[config.mk]
export PLATFORM = sky130hd
export DESIGN_NAME = ahb_node_pipe
export DESIGN_NICKNAME = d
export VERILOG_FILES = /design/src/rtl/ahb_node_pipe.sv
export SDC_FILE = /design/constraint.sdc
export NUM_CORES = 1
export LEC_CHECK = 0
export BUFFER_PORTS_ARGS = -buffer_cell sky130_fd_sc_hd__buf_2
export CAP_MARGIN = 0
export CORE_AREA = 2 2 611 613
export CTS_CLUSTER_SIZE = 28
export DETAILED_ROUTE_END_ITERATION = 8
export DIE_AREA = 0 0 613 615
export HOLD_SLACK_MARGIN = 0.03
export SLEW_MARGIN = 20
export SYNTH_ARGS = -nofsm -noshare
export SYNTH_HDL_FRONTEND = slang
export SYNTH_SLANG_ARGS = --single-unit
[constraint.sdc]
create_clock -name hclk -period 6.7 [get_ports hclk]
set_input_delay 1.675 -clock hclk [delete_from_list [all_inputs] [get_ports hclk]]
set_output_delay 1.675 -clock hclk [all_outputs]
set_load 0.02 [all_outputs]
[src/rtl/ahb_node_pipe.sv]
// AHB-Lite decoder/mux for one master and NB_SLAVES slaves. The address map is set at runtime, and a built-in default slave returns ERROR.
// A registered data-phase select steers the responses. Mapped slaves add no wait states; unmapped NONSEQ/SEQ accesses cost 1 wait + 1 ERROR cycle.
module ahb_node_pipe #(
    parameter int NB_SLAVES      = 8,
    parameter int AHB_DATA_WIDTH = 32,
    parameter int AHB_ADDR_WIDTH = 32,
    parameter int USE_HSEL       = 0,
    parameter int ERR_CNT_W      = 8
) (
    input  logic                                          hclk,
    input  logic                                          hresetn,
    // master side
    input  logic [AHB_ADDR_WIDTH-1:0]                     hadrr_i,
    input  logic [AHB_DATA_WIDTH-1:0]                     hwdata_i,
    input  logic                                          hsel_i,
    input  logic                                          hwrite_i,
    input  logic                                          hmastlock_i,
    input  logic [1:0]                                    htrans_i,
    input  logic [3:0]                                    hprot_i,
    input  logic [2:0]                                    hburst_i,
    input  logic [2:0]                                    hsize_i,
    output logic                                          hresp_o,
    output logic                                          hreadyout_o,
    output logic [AHB_DATA_WIDTH-1:0]                     hrdata_o,
    // slave side
    output logic [NB_SLAVES-1:0][AHB_ADDR_WIDTH-1:0]      hadrr_o,
    output logic [NB_SLAVES-1:0][AHB_DATA_WIDTH-1:0]      hwdata_o,
    output logic [NB_SLAVES-1:0]                          hsel_o,
    output logic [NB_SLAVES-1:0]                          hwrite_o,
    output logic [NB_SLAVES-1:0]                          hmastlock_o,
    output logic [NB_SLAVES-1:0][1:0]                     htrans_o,
    output logic [NB_SLAVES-1:0][3:0]                     hprot_o,
    output logic [NB_SLAVES-1:0][2:0]                     hburst_o,
    output logic [NB_SLAVES-1:0][2:0]                     hsize_o,
    output logic [NB_SLAVES-1:0]                          hready_o,
    input  logic [NB_SLAVES-1:0]                          hresp_i,
    input  logic [NB_SLAVES-1:0]                          hreadyout_i,
    input  logic [NB_SLAVES-1:0][AHB_DATA_WIDTH-1:0]      hrdata_i,
    // address map
    input  logic [NB_SLAVES-1:0][AHB_ADDR_WIDTH-1:0]      START_ADDR_i,
    input  logic [NB_SLAVES-1:0][AHB_ADDR_WIDTH-1:0]      END_ADDR_i,
    // unmapped-access log
    output logic [ERR_CNT_W-1:0]                          err_cnt_o,
    output logic [AHB_ADDR_WIDTH-1:0]                     err_addr_o
);

    typedef enum logic [1:0] {
        S_IDLE = 2'd0,
        S_ERR1 = 2'd1,
        S_ERR2 = 2'd2
    } state_e;

    logic                       qual;
    logic [NB_SLAVES-1:0]       match;
    logic [NB_SLAVES-1:0]       sel;
    logic                       hit;
    logic                       dflt;
    logic                       err_start;
    logic [NB_SLAVES:0]         dsel_q;
    state_e                     state_q;
    logic                       dflt_rdy_q;
    logic                       dflt_resp_q;
    logic [ERR_CNT_W-1:0]       err_cnt_q;
    logic [AHB_ADDR_WIDTH-1:0]  err_addr_q;

    assign qual = (USE_HSEL == 0) ? 1'b1 : hsel_i;

    // Overlapping regions resolve to the lowest index, which keeps hsel_o one-hot or zero
    always_comb begin
        match = '0;
        sel   = '0;
        hit   = 1'b0;
        for (int i = 0; i < NB_SLAVES; i++) begin
            match[i] = qual && (hadrr_i >= START_ADDR_i[i]) && (hadrr_i <= END_ADDR_i[i]);
            if (match[i] && !hit) begin
                sel[i] = 1'b1;
                hit    = 1'b1;
            end
        end
    end

    assign dflt      = qual & ~hit;
    assign hsel_o    = sel;
    assign hready_o  = {NB_SLAVES{hreadyout_o}};
    assign err_start = hreadyout_o & dflt & htrans_i[1];

    always_comb begin
        for (int i = 0; i < NB_SLAVES; i++) begin
            hadrr_o[i]     = hadrr_i;
            hwdata_o[i]    = hwdata_i;
            hwrite_o[i]    = hwrite_i;
            hmastlock_o[i] = hmastlock_i;
            htrans_o[i]    = htrans_i;
            hprot_o[i]     = hprot_i;
            hburst_o[i]    = hburst_i;
            hsize_o[i]     = hsize_i;
        end
    end

    always_ff @(posedge hclk or negedge hresetn) begin
        if (!hresetn) begin
            dsel_q <= '0;
        end else if (hreadyout_o) begin
            dsel_q <= {dflt, sel};
        end
    end

    // Responses come from the slave that owned the previous address phase
    always_comb begin
        hrdata_o    = '0;
        hresp_o     = 1'b0;
        hreadyout_o = 1'b1;
        if (dsel_q[NB_SLAVES]) begin
            hresp_o     = dflt_resp_q;
            hreadyout_o = dflt_rdy_q;
        end
        for (int i = 0; i < NB_SLAVES; i++) begin
            if (dsel_q[i]) begin
                hrdata_o    = hrdata_i[i];
                hresp_o     = hresp_i[i];
                hreadyout_o = hreadyout_i[i];
            end
        end
    end

    // Default slave: the two-cycle ERROR response, with the log updated on each entry to ERR1
    always_ff @(posedge hclk or negedge hresetn) begin
        if (!hresetn) begin
            state_q     <= S_IDLE;
            dflt_rdy_q  <= 1'b1;
            dflt_resp_q <= 1'b0;
            err_cnt_q   <= '0;
            err_addr_q  <= '0;
        end else begin
            case (state_q)
                S_IDLE, S_ERR2: begin
                    if (err_start) begin
                        state_q     <= S_ERR1;
                        dflt_rdy_q  <= 1'b0;
                        dflt_resp_q <= 1'b1;
                        err_addr_q  <= hadrr_i;
                        if (!(&err_cnt_q)) begin
                            err_cnt_q <= err_cnt_q + {{(ERR_CNT_W-1){1'b0}}, 1'b1};
                        end
                    end else begin
                        state_q     <= S_IDLE;
                        dflt_rdy_q  <= 1'b1;
                        dflt_resp_q <= 1'b0;
                    end
                end
                S_ERR1: begin
                    state_q     <= S_ERR2;
                    dflt_rdy_q  <= 1'b1;
                    dflt_resp_q <= 1'b1;
                end
                default: begin
                    state_q     <= S_IDLE;
                    dflt_rdy_q  <= 1'b1;
                    dflt_resp_q <= 1'b0;
                end
            endcase
        end
    end

    assign err_cnt_o  = err_cnt_q;
    assign err_addr_o = err_addr_q;

endmodule
Yosys cells after proc, flatten, opt, wreduce, memory -nomap -nowiden

Index checks and enable logic that the tools add are counted.

Equality and inequality tests: 2
Multiply operators: 0
Reduce and logical (&&, ||, !) cells: 27
Multiplexer cells: 47
Bitwise gates (word level): 4
Shifts and indexed selects: 0
Add/subtract/negate cells: 1
$lt $le $gt $ge: 16
Divide/modulo/power cells: 0

Operator list:

| operator            | count |
|---|---|
| $ge 32x32->1        | 8 |
| $le 32x32->1        | 8 |
| $mux 32             | 8 |
| $mux 1              | 37 |
| $logic_and 1x1->1   | 15 |
| $add 8x1->8 const B | 1 |
| $reduce_and 8->1    | 1 |
| $logic_not 1->1     | 7 |
| $pmux 2 s2          | 1 |
| $reduce_and 3->1    | 1 |
| $and 1x1->1         | 2 |
| $eq 2x1->1 const B  | 1 |
| $eq 2x2->1 const B  | 1 |
| $logic_not 2->1     | 1 |
| $not 1->1           | 2 |
| $pmux 1 s2          | 1 |
| $reduce_and 2->1    | 1 |
| $reduce_or 2->1     | 1 |

Output and inout bits: 714
Input bits: 865
Latch bits: 0
Bits in writable memories: 0
Memories: 0
Bits in registers: 53
Word-level logic and storage cells: 103
Bits in read-only memories: 0

Longest topological paths before layout

Word-level depth: 29
Gate-level depth with buffers: 13
Gate-level depth less buffers: 12

Worst setup path before layout

No wires, ideal clock.

Path type: input -> output
Start point: input port hadrr_i[0]
End point: output port hsel_o[6]
Path buffers: 0
Path slack: 0.553 ns
Data arrival time: 4.472 ns
Stages on the path: 10
Required time: 5.025 ns
Cells stage by stage: inv_1 ha_1 inv_1 a21oi_1 o311ai_0 nand3_1 a2111oi_2 o22ai_2 a211o_1 nor4_1

Cells in the longest elaborated chain, start to end: 21
Elaborated cells on any way between the ends: 40
Those cells by class: 14 x order compare; 7 x mux; 19 x reduce/logical

Ends and longest elaborated chain:

| what                                                | RTL line | RTL |
|---|---|---|
| start: declaration                                  | 13       | `input logic [AHB_ADDR_WIDTH-1:0] hadrr_i,` |
| $ge 32x32->1 / $le 32x32->1 (equally long branches) | 74       | `match[i] = qual && (hadrr_i >= START_ADDR_i[i]) && (hadrr_i <= END_ADDR_i[i]);` |
| $logic_and 1x1->1                                   | 74       |  |
| $mux 1                                              | 75       | `if (match[i] && !hit) begin` |
| $logic_not 1->1                                     | 75       |  |
| $logic_and 1x1->1                                   | 75       |  |
| $mux 1                                              | 75       |  |
| $logic_not 1->1                                     | 75       |  |
| $logic_and 1x1->1                                   | 75       |  |
| (+5 left out)                                       | --       |  |
| $logic_and 1x1->1                                   | 75       |  |
| $mux 1                                              | 75       |  |
| $logic_not 1->1                                     | 75       |  |
| $logic_and 1x1->1                                   | 75       |  |
| $mux 1                                              | 75       |  |
| $logic_not 1->1                                     | 75       |  |
| $logic_and 1x1->1 (*)                               | 75       |  |
| $mux 1 (*)                                          | 75       |  |
| end: declaration                                    | 28       | `output logic [NB_SLAVES-1:0] hsel_o,` |

Every way passes the cells marked *; elsewhere a longest branch is shown, timed or not.

Worst setup path in the final report

Start point: input port hadrr_i[27]
End point: output port hsel_o[5]

Cells in the longest elaborated chain, start to end: 18
Elaborated cells on any way between the ends: 34
Those cells by class: 12 x order compare; 6 x mux; 16 x reduce/logical

Ends and longest elaborated chain:

| what                                                | RTL line |
|---|---|
| $ge 32x32->1 / $le 32x32->1 (equally long branches) | 74 |
| $logic_and 1x1->1                                   | 74 |
| $mux 1                                              | 75 |
| $logic_not 1->1                                     | 75 |
| $logic_and 1x1->1                                   | 75 |
| $mux 1                                              | 75 |
| $logic_not 1->1                                     | 75 |
| $logic_and 1x1->1                                   | 75 |
| (+2 left out)                                       | -- |
| $logic_and 1x1->1                                   | 75 |
| $mux 1                                              | 75 |
| $logic_not 1->1                                     | 75 |
| $logic_and 1x1->1                                   | 75 |
| $mux 1                                              | 75 |
| $logic_not 1->1                                     | 75 |
| $logic_and 1x1->1 (*)                               | 75 |
| $mux 1 (*)                                          | 75 |

Marks and branches as above.

==> impl_summary.txt <==
----------------------------------------------------
[Detailed routing]
  Number of design-rule violations left by the first detailed-router iteration ... 1797
  Post-detailed-route DRC marker count ... 0
  Remaining antenna violation count ... 0
  First-pass iteration count of the detailed router ... 5
  Average wire per cell in the routed design ... 21.11 µm
  Number of vias per cell after detailed routing ... 2.759
  Vias ... 24160
  Sum of routed wire length over all layers ... 184900 µm

[Finish]
  Final Net Count ... 5079
  Ratio of cells with drive above 1 in the final layout ... 0.3976
  Area delta synth->final ... 44.78%
  Area used by multi-input combinational logic ... 0.01386 mm²
  Area of all placed cells without fillers ... 0.03169 mm²
  Number of fill cells in the layout ... 43650
  Seq. cell area ... 0.001341 mm²

[Synth]
  Synthesized instance count ... 2997
  Compound-Gate Fraction of Synth Area ... 0.1683
  Post-synthesis share of cell area spent on xor and xnor gates ... 0.002001
  Async set or reset register ratio after synthesis ... 1.000
  Basic-gate share of the synthesized area counting and, or, nand and nor cells ... 0.1253
  Mux share of post-synthesis cell area ... 0.03504
  Synthesized Nets ... 4375
  Cell area after synthesis ... 0.02189 mm²
  Largest family of logic cells by synthesized area ... buffers and inverters
  Library cells used by synthesis ... 67
  Number of synthesis warnings ... 0
  Adder-cell share of the synthesized area ... 0.2933
  EDFF count, synth ... 0
  Sequential area share after synthesis ... 0.06065
  Most used DFF post-synth ... dfrtp_1
  Per-instance average area after synthesis ... 7.303 µm²
  Number of flip-flops and latches in the synthesized netlist ... 53

[Die]
  Row Count ... 224
  Die width ... 613 µm
  Vertical die dimension ... 615 µm
  Number of I/O pins ... 1579
  Standard cell core area ... 0.3708 mm²
  Die ar. ... 0.3770 mm²
  Starting density of the core ... 0.05903

[Power and ir drop]
  Leakage component of the power ... 15.83 nW
  Total design power ... 5.753 mW
  PwrDens ... 181.5 mW/mm²
  VDD IR-drop max ... 0.1864 mV

[STA]
  Minimum clock period ... 6.583 ns
  Worst Max-Slew Pin Slew ... 0.8862 ns
  Max transition margin ... 0.3923
  Layout Skew ... 0.02053 ns
  Hold violation total from the final report ... 0
  Final count of pins violating max slew ... 0
  Worst setup slack after layout ... 0.1169 ns
  Final period util ... 0.9826
  Setup violations, final ... 0
  Highest Clock Rate ... 151.9 MHz

[Outcome]
  Result of the run ... finished, final reports clean

[Clocking]
  Clock latency of the later-clocked register in the worst-skew pair ... 0.34 ns
  Clock tree from TritonCTS ... yes
  Maximum buffer depth of the clock tree ... 2
  Inserted Clock Buffers ... 5
  Hold_buf cts ... 0
  TritonCTS sink count ... 53
  Root Buffer ... clkbuf_16
  Count of H-tree levels built during CTS ... 2
  Clock transition time at the flip-flop clock pins of the worst setup and hold paths ... 0.10 ns

[Setup path]
  Crit-path cells ... buf_2, buf_12, buf_4, ha_1, nand4_1, nor3_1, nand2_1, or4_1, a211oi_4, buf_12, inv_1, nor3_1, buf_4, buf_2
  Largest driver fanout on the critical path ... 14
  Critical path capture point ... hsel_o[5]
  Crit start category ... input pin
  Reg2reg start ... dsel_q[2]
  Crit Path Class ... in -> out
  Critical path arrival ... 4.91 ns
  Worst path slowest cell ... or4_1
  Reg-to-reg endpoint ... dsel_q[4]
  Critical path capture point type ... primary output
  Launch point of the critical path ... hadrr_i[27]
  Largest stage delay on the critical path ... 0.68 ns
  R2R Setup Slk ... 2.90 ns
  Data required time of the worst path ... 5.03 ns
  Worst Reg2Reg Path Length in Cells ... 10

[Global route]
  Number of antenna violations at the first check in global routing ... 100
  Global-route wire length before repair ... 227700 µm
  Maximum number of pins on one net before global-route repair ... 65
  Gr ovfl total ... 0
  Total Routing Usage GR ... 0.09348
  Vias in the first global route ... 22420

[Place]
  Area after DPL ... 0.03122 mm²
  Final RePlAce weighted congestion ... 0.9402
  Quantity of I/O buffers inserted on ports ... 1172
  Setup slack at placement ... -0.1377 ns
  HPWL after detailed placement ... 170100 µm

[Job]
  Number of maximum-capacitance constraint violations ... 0

[Hold path]
  Class of the most critical hold timing path ... reg -> reg

----------------------------------------------------
## critical path: cells and delay by family
family / cells / cell delay (ns)
adders and majority gates: 1 / 0.34
AOI/OAI and AO/OA: 1 / 0.29
buffers and inverters: 7 / 1.07
and+or+nand+nor: 5 / 1.44
## power by group
group	switching (mW)	internal [mW]
clock network	0.162	0.144
logic	3.26	1.57
registers	0.158	0.449
## worst min-delay path by stage
stage	start	endpoint	slack (ns)	cells after the start
5_1_grt	state_q[1]	state_q[1]	0.50	1
3_3_place_gp	state_q[1]	state_q[1]	0.44	1
4_1_cts	state_q[1]	state_q[1]	0.46	1
2_1_floorplan	state_q[1]	state_q[1]	0.38	1
3_5_place_dp	state_q[1]	state_q[1]	0.45	1
6_report	state_q[1]	state_q[1]	0.46	1
## synthesized netlist by cell type (45+ instances only)
| library cell | instances | area, µm² |
|---|---|---|
| buf_4 | 634 | 4760 |
| inv_1 | 518 | 1944 |
| ha_1 | 513 | 6419 |
| a21oi_1 | 231 | 1156 |
| nand2_1 | 171 | 641.9 |
| o21ai_0 | 135 | 675.7 |
| nor2_1 | 109 | 409.1 |
| nand4_1 | 83 | 519.3 |
| a21o_1 | 64 | 480.5 |
| nor3_1 | 59 | 295.3 |
| dfrtp_1 | 52 | 1301 |
| nand3_1 | 51 | 255.2 |
| a221oi_1 | 45 | 394.1 |
## placed cells by master, fill, tap and decap left out, types with 6 or more instances in the layout
master	count
diode_2	85
and3_1	6
nand2_1	171
a211oi_1	22
dfrtp_1	45
nand4_1	83
o211ai_1	12
ha_1	513
mux2_2	34
nor3_1	53
nand2b_1	14
a221o_1	8
buf_4	169
a21o_1	64
nor2b_1	20
nor4_1	6
nand3_1	50
o21ai_0	132
buf_2	1170
mux2i_1	34
nor2_1	107
buf_12	40
a2111oi_0	9
a21oi_1	230
nor3_2	6
inv_1	516
a221oi_1	45
and4_1	13
o31ai_1	6
## what timing repair did
action / CTS / global route
setup buffers: 0 / 1
endpoints found under the setup margin: 5 / 5
resized for setup: 3 / 12
pin swaps: 1 / 3
## sequential cells by signal, summed over array words and instances (netlist names)
register and cells:
dflt_rdy_q 1, dflt_resp_q 1, err_cnt_o 8, err_addr_o 32, state_q 2, dsel_q 9
## metrics by stage
step,std cells,hold slack [ns],util,TNS [ns]
global placement,8665,0.4425,0.08419,-0.2093
floorplan,2997,0.3844,-,0
finish,8759,0.4608,0.08546,0
detailed placement,8665,0.4471,0.08420,-0.3397
CTS,8673,0.4626,0.08466,0
global route,8745,0.5017,0.08536,-0.01218
## cell families (layout without fill, tap and decap cells)
| group | Yosys count | after routing |
|---|---|---|
| and+or+nand+nor | 561 | 561 |
| DFF | 53 | 53 |
| muxes | 72 | 72 |
| other | 0 | 85 |
| xor gates and xnor gates | 5 | 5 |
| buffers and inverters | 1203 | 1908 |
| adders and majority gates | 513 | 513 |
| AOI/OAI and AO/OA | 590 | 590 |
## cell type report
type                            instances  share of cell area
Antenna cell                           85            0.006712
Clock buffer                            5            0.003949
Clock inverter                          3            0.001066
Inverter                              519             0.06148
Multi-Input combinational cell       1741              0.4375
Sequential cell                        53             0.04233
Tap cell                             4972              0.1963
Timing Repair Buffer                 1381              0.2507
## layer usage
metal / vias up / track usage / wire length, µm
li1: 11120 / - / -
met1: 11180 / 0.1027 / 67040
met2: 1567 / 0.1663 / 91950
met3: 271 / 0.02928 / 18190
met4: 22 / 0.03480 / 7529
met5: - / 0.004087 / 240
No activity file was read; power rests on OpenSTA's default activity.
